==> src/rtl/conv_mac_sequencer_if.sv <==
// Buffer, multiplier and accumulator bundle
// for one conv_mac_sequencer processing element.
interface conv_mac_sequencer_if #(
  parameter int ADDR_W = 4
);
  logic              start;
  logic              busy;
  logic              done;
  logic [ADDR_W-1:0] buf_addr;
  logic [31:0]       win_data;
  logic [31:0]       ker_data;
  logic [31:0]       mult_a;
  logic [31:0]       mult_b;
  logic [31:0]       mult_result;
  logic              accum_clr;
  logic              accum_en;
  logic [31:0]       product;
  logic [ADDR_W:0]   tap_count;

  modport master (
    input  start, win_data, ker_data, mult_result,
    output busy, done, buf_addr, mult_a, mult_b,
    output accum_clr, accum_en, product, tap_count
  );

  modport slave (
    output start, win_data, ker_data, mult_result,
    input  busy, done, buf_addr, mult_a, mult_b,
    input  accum_clr, accum_en, product, tap_count
  );
endinterface

==> src/rtl/conv_mac_sequencer.sv <==
// Walks one convolution window through the shared multiplier
// and drives the accumulator clear/enable strobes.
module conv_mac_sequencer #(
  parameter int N_TAPS = 9,
  parameter int ADDR_W = 4
) (
  input logic                  clk,
  input logic                  reset,
  conv_mac_sequencer_if.master bus
);

  typedef enum logic [2:0] {
    IDLE, CLR, RUN, DRAIN, DONE
  } state_t;

  localparam int unsigned LAST_I = N_TAPS - 1;
  localparam logic [ADDR_W:0] LAST = LAST_I[ADDR_W:0];

  state_t          state, state_n;
  // one extra bit so N_TAPS = 2**ADDR_W never wraps
  logic [ADDR_W:0] cnt;
  logic            drain_cnt;
  logic            v1;
  logic            en_q;
  logic [31:0]     prod_q;
  logic [ADDR_W:0] taps_q;

  always_ff @(posedge clk or posedge reset) begin
    if (reset) begin
      state     <= IDLE;
      cnt       <= '0;
      drain_cnt <= 1'b0;
    end else begin
      state     <= state_n;
      cnt       <= (state == RUN) ? cnt + 1'b1 : '0;
      drain_cnt <= (state == DRAIN) ? ~drain_cnt : 1'b0;
    end
  end

  always_comb begin
    state_n = state;
    unique case (state)
      IDLE:    if (bus.start) state_n = CLR;
      CLR:     state_n = RUN;
      RUN:     if (cnt == LAST) state_n = DRAIN;
      DRAIN:   if (drain_cnt) state_n = DONE;
      DONE:    state_n = bus.start ? CLR : IDLE;
      default: state_n = IDLE;
    endcase
  end

  always_ff @(posedge clk or posedge reset) begin
    if (reset) begin
      v1     <= 1'b0;
      en_q   <= 1'b0;
      prod_q <= '0;
      taps_q <= '0;
    end else begin
      v1   <= (state == RUN);
      en_q <= v1;
      if (v1) begin
        prod_q <= bus.mult_result;
        taps_q <= taps_q + 1'b1;
      end else if (state == CLR) begin
        taps_q <= '0;
      end
    end
  end

  always_comb begin
    bus.buf_addr  = '0;
    bus.mult_a    = '0;
    bus.mult_b    = '0;
    bus.accum_clr = (state == CLR);
    bus.busy      = (state == CLR) ||
                    (state == RUN) ||
                    (state == DRAIN);
    bus.done      = (state == DONE);
    if (state == RUN) bus.buf_addr = cnt[ADDR_W-1:0];
    if (v1) begin
      bus.mult_a = bus.win_data;
      bus.mult_b = bus.ker_data;
    end
  end

  assign bus.accum_en  = en_q;
  assign bus.product   = prod_q;
  assign bus.tap_count = taps_q;

endmodule

==> src/flat_wrapper.sv <==
// flat-port wrapper written by rule: the top's interface ports become plain ports
module conv_mac_sequencer_flat 
#(
  parameter int N_TAPS = 9,
  parameter int ADDR_W = 4
)
  (clk, reset, bus_start, bus_win_data, bus_ker_data, bus_mult_result, bus_busy, bus_done, bus_buf_addr, bus_mult_a, bus_mult_b, bus_accum_clr, bus_accum_en, bus_product, bus_tap_count);
  conv_mac_sequencer_if #(.ADDR_W(ADDR_W)) bus_i ();
  input logic clk;
  input logic reset;
  input wire logic [$bits(bus_i.start)-1:0] bus_start;
  input wire logic [$bits(bus_i.win_data)-1:0] bus_win_data;
  input wire logic [$bits(bus_i.ker_data)-1:0] bus_ker_data;
  input wire logic [$bits(bus_i.mult_result)-1:0] bus_mult_result;
  output wire logic [$bits(bus_i.busy)-1:0] bus_busy;
  output wire logic [$bits(bus_i.done)-1:0] bus_done;
  output wire logic [$bits(bus_i.buf_addr)-1:0] bus_buf_addr;
  output wire logic [$bits(bus_i.mult_a)-1:0] bus_mult_a;
  output wire logic [$bits(bus_i.mult_b)-1:0] bus_mult_b;
  output wire logic [$bits(bus_i.accum_clr)-1:0] bus_accum_clr;
  output wire logic [$bits(bus_i.accum_en)-1:0] bus_accum_en;
  output wire logic [$bits(bus_i.product)-1:0] bus_product;
  output wire logic [$bits(bus_i.tap_count)-1:0] bus_tap_count;
  assign bus_i.start = bus_start;
  assign bus_i.win_data = bus_win_data;
  assign bus_i.ker_data = bus_ker_data;
  assign bus_i.mult_result = bus_mult_result;
  assign bus_busy = bus_i.busy;
  assign bus_done = bus_i.done;
  assign bus_buf_addr = bus_i.buf_addr;
  assign bus_mult_a = bus_i.mult_a;
  assign bus_mult_b = bus_i.mult_b;
  assign bus_accum_clr = bus_i.accum_clr;
  assign bus_accum_en = bus_i.accum_en;
  assign bus_product = bus_i.product;
  assign bus_tap_count = bus_i.tap_count;
  conv_mac_sequencer #(.N_TAPS(N_TAPS), .ADDR_W(ADDR_W)) u_core (.clk(clk), .reset(reset), .bus(bus_i));
endmodule
==> config.mk <==
export PLATFORM = sky130hd
export DESIGN_NAME = conv_mac_sequencer_flat
export DESIGN_NICKNAME = d
export VERILOG_FILES = /design/src/rtl/conv_mac_sequencer_if.sv /design/src/rtl/conv_mac_sequencer.sv /design/src/flat_wrapper.sv
export SDC_FILE = /design/constraint.sdc
export NUM_CORES = 1
export LEC_CHECK = 0
export CAP_MARGIN = 20
export CELL_PAD_IN_SITES_DETAIL_PLACEMENT = 1
export CELL_PAD_IN_SITES_GLOBAL_PLACEMENT = 1
export CORE_ASPECT_RATIO = 0.6
export CORE_MARGIN = 3
export CORE_UTILIZATION = 49
export CTS_BUF_LIST = sky130_fd_sc_hd__clkbuf_8
export DETAILED_ROUTE_END_ITERATION = 12
export DONT_BUFFER_PORTS = 1
export HOLD_SLACK_MARGIN = 0.02
export PLACE_DENSITY_LB_ADDON = 0.1
export SYNTH_ARGS = -nofsm -noshare
export SYNTH_HDL_FRONTEND = slang
export SYNTH_SLANG_ARGS = --single-unit
==> constraint.sdc <==
create_clock -name clk -period 2.4 [get_ports clk]
set_input_delay 0.24 -clock clk [delete_from_list [all_inputs] [get_ports clk]]
set_output_delay 0.24 -clock clk [all_outputs]
set_load 0.05 [all_outputs]
==> impl_metrics.toml <==
[outcome]
outcome = "completed"

[timing]
fin_worst_skew_ps = 4.655
final_hold_viol_count = 0
maxSlewHeadroom = 0.4303
tns_ps = 0
post-route-min-period_ps = 2071
max_slew.worst_pin.slew_ps = 854.5
setup_viol = 0
rsz0062_at_grt = "false"
period_share = 0.8631
slew_viol_final = 0
max_freq_mhz = 482.8

[floorplan]
start_util = 0.5394
die_area_um2 = 5678
dieHeight_um = 59.58
die_w_um = 95.31
core_um2 = 4347
io_pins = 208
num_rows = 18

[global_route]
grt_max_degree = 74
grt_pass1_vias = 1540
grt_overflow = 0
antenna_found_initial = 0
grt_pass1_wl_mm = 8.459
grt_usage = 0.1996

[setup_path]
setup.worst_path.end_class = "primary output"
critPathRequiredTime_ps = 2160
critPathTopFamily = "flip-flops"
reg2reg_from = "u_core.v1"
cp_data_arrival_time_ps = 1830
crit_slowest_cell = "dfrtp_2"
cp_num_buf_inv = 0
path_max_fanout = 73
path_cells = "and2_1"
cpPeakStageDelay_ps = 920
reg2reg_to = "u_core.bus.product[7]"
r2r_cells = 2
crit_type = "flop to primary output"
r2r_slack_ps = 590
startpoint_type = "flop"

[synthesis]
synth_top_cell_area_share = 0.5123
synth_area_leaders = "dfrtp_1 (51%), and2_1 (18%), mux2_2 (15%)"
synth.most_common_cell = "and2_1"
synthDistinctLibCells = 28
synth_commonest_cells = "and2_1 (67), dfrtp_1 (48), mux2_2 (32)"
yosys.area.top_type = "dfrtp_1"
synthesis.area_um2 = 2345
synthArstFlopShare = 1.000
synth_cells = 207
syn_area_per_cell_um2 = 11.33
synth_nets = 309
synth_edf_count = 0
synth_flop_cell = "dfrtp_1"
ys_seq_area_frac = 0.5123
ys_ff_latch = 48
yosysWarnings = 0

[detailed_routing]
drt-initial-drc-count = 61
drc = 0
drtPass1Iterations = 4
ant_nets = 0
finalWirelength_mm = 6.030
wl_per_cell_um = 22.01
vias = 1506
vias_per_cell = 5.496

[place]
dpl.hpwl_mm = 4.795
gp_congestion = 0.7329
port_buffers = 0

[clock_network]
cts_tree = "yes"
cts_sinks = 48
cts_inserted_buffers = 5
postCtsSetupRepairBufs = 0
clk_latency_ps = 290
clock_path_buffers = 2
cts_resized = 0
postCtsHoldBufs = 1
path_clk_slew_ps = 80
cts.htree.levels = 2
cts_root_buf = "clkbuf_8"

[hold_path]
hold_depth = 1
hold_path.class = "primary input to flop"
hold_end = "u_core.bus.product[10]"
hp-start = "bus_mult_result[10]"

[final_layout]
diodes = 0
nets = 315
drive_above_1_share = 0.2710
area_growth_syn_to_layout_pct = 8.164

[flow_run]
maxCapViolCount = 0
-- sequential cells by signal, summed over array words and instances, names as in the netlist --
register / flops
u_core.state: 3
u_core.bus.tap_count: 5
u_core.v1: 1
u_core.cnt: 5
u_core.bus.product: 32
u_core.drain_cnt: 1
u_core.bus.accum_en: 1
-- stage by stage --
| stage | hold slack [ps] | cells | utilization | setup WS (ps) | instance area [um^2] |
|---|---|---|---|---|---|
| floorplan | 352.9 | 207 | - | 834.5 | 2345 |
| global placement | 129.9 | 265 | 0.5604 | 731.6 | 2436 |
| detailed placement | 143.7 | 265 | 0.5604 | 577.8 | 2436 |
| CTS | 85.93 | 274 | 0.5835 | 362.9 | 2536 |
| global route | 76.34 | 274 | 0.5835 | 219.5 | 2536 |
| finish | 91.72 | 274 | 0.5835 | 328.6 | 2536 |
-- cell usage in the layout (no fill, tap or decap) --
cell	Yosys	layout
nand2_2	1	1
and4b_2	1	1
dlygate4sd3_1	0	1
a221o_1	1	1
or3b_4	1	1
and3_2	1	1
and2_4	1	1
clkbuf_8	1	6
inv_1	3	4
ha_1	3	3
nor3_1	2	2
o21ai_0	2	2
nor3b_1	1	1
mux2i_1	1	1
nand2_1	6	6
dfrtp_2	0	1
dfrtp_1	48	47
nor2_1	9	9
inv_2	1	2
xnor2_1	3	3
buf_4	0	10
and2_1	67	67
nor2_2	1	1
inv_4	1	1
a22o_1	2	2
xor2_1	3	3
nand3_1	4	4
mux2_2	32	32
-- cells by family (layout without fill, tap and decap cells) --
family / after synthesis / after routing / share of synthesized area
compound gates: 5 / 5 / 0.01601
fa+ha+maj: 3 / 3 / 0.01601
flops: 48 / 48 / 0.5123
buf+inv: 17 / 24 / 0.03468
mux: 33 / 33 / 0.1580
simple gates: 95 / 95 / 0.2407
xor+xnor: 6 / 6 / 0.02242
-- layout make-up --
type	count	area, um^2
multi-input combinational	142	1062
tap	60	75.07
sequential	48	1202
fill	468	1810
clock buffer	6	82.58
clock inverter	2	7.507
inverter	5	21.27
timing repair buffer	11	85.08
-- metal layers --
metal	up-vias	share of wire	track usage
met1	733	0.38	0.2598
met3	8	0.090	0.06218
met5	-	0	0
met4	0	0.012	0.06571
li1	680	-	-
met2	85	0.52	0.3204
-- worst max-delay path by stage --
stage                                         to  cells after the start  slack (ps)             from
after floorplan                  bus_buf_addr[0]                      3         830  u_core.state[2]
after global placement    u_core.bus.product[24]                      2         730        u_core.v1
after detailed placement   u_core.bus.product[7]                      2         580        u_core.v1
after CTS                         bus_mult_b[22]                      1         360        u_core.v1
after global routing              bus_mult_b[31]                      1         220        u_core.v1
final                             bus_mult_b[22]                      1         330        u_core.v1
Power is left out: the tool's default activity adds up to more than one toggle a clock period on the data nets, which glitch-free logic cannot reach.
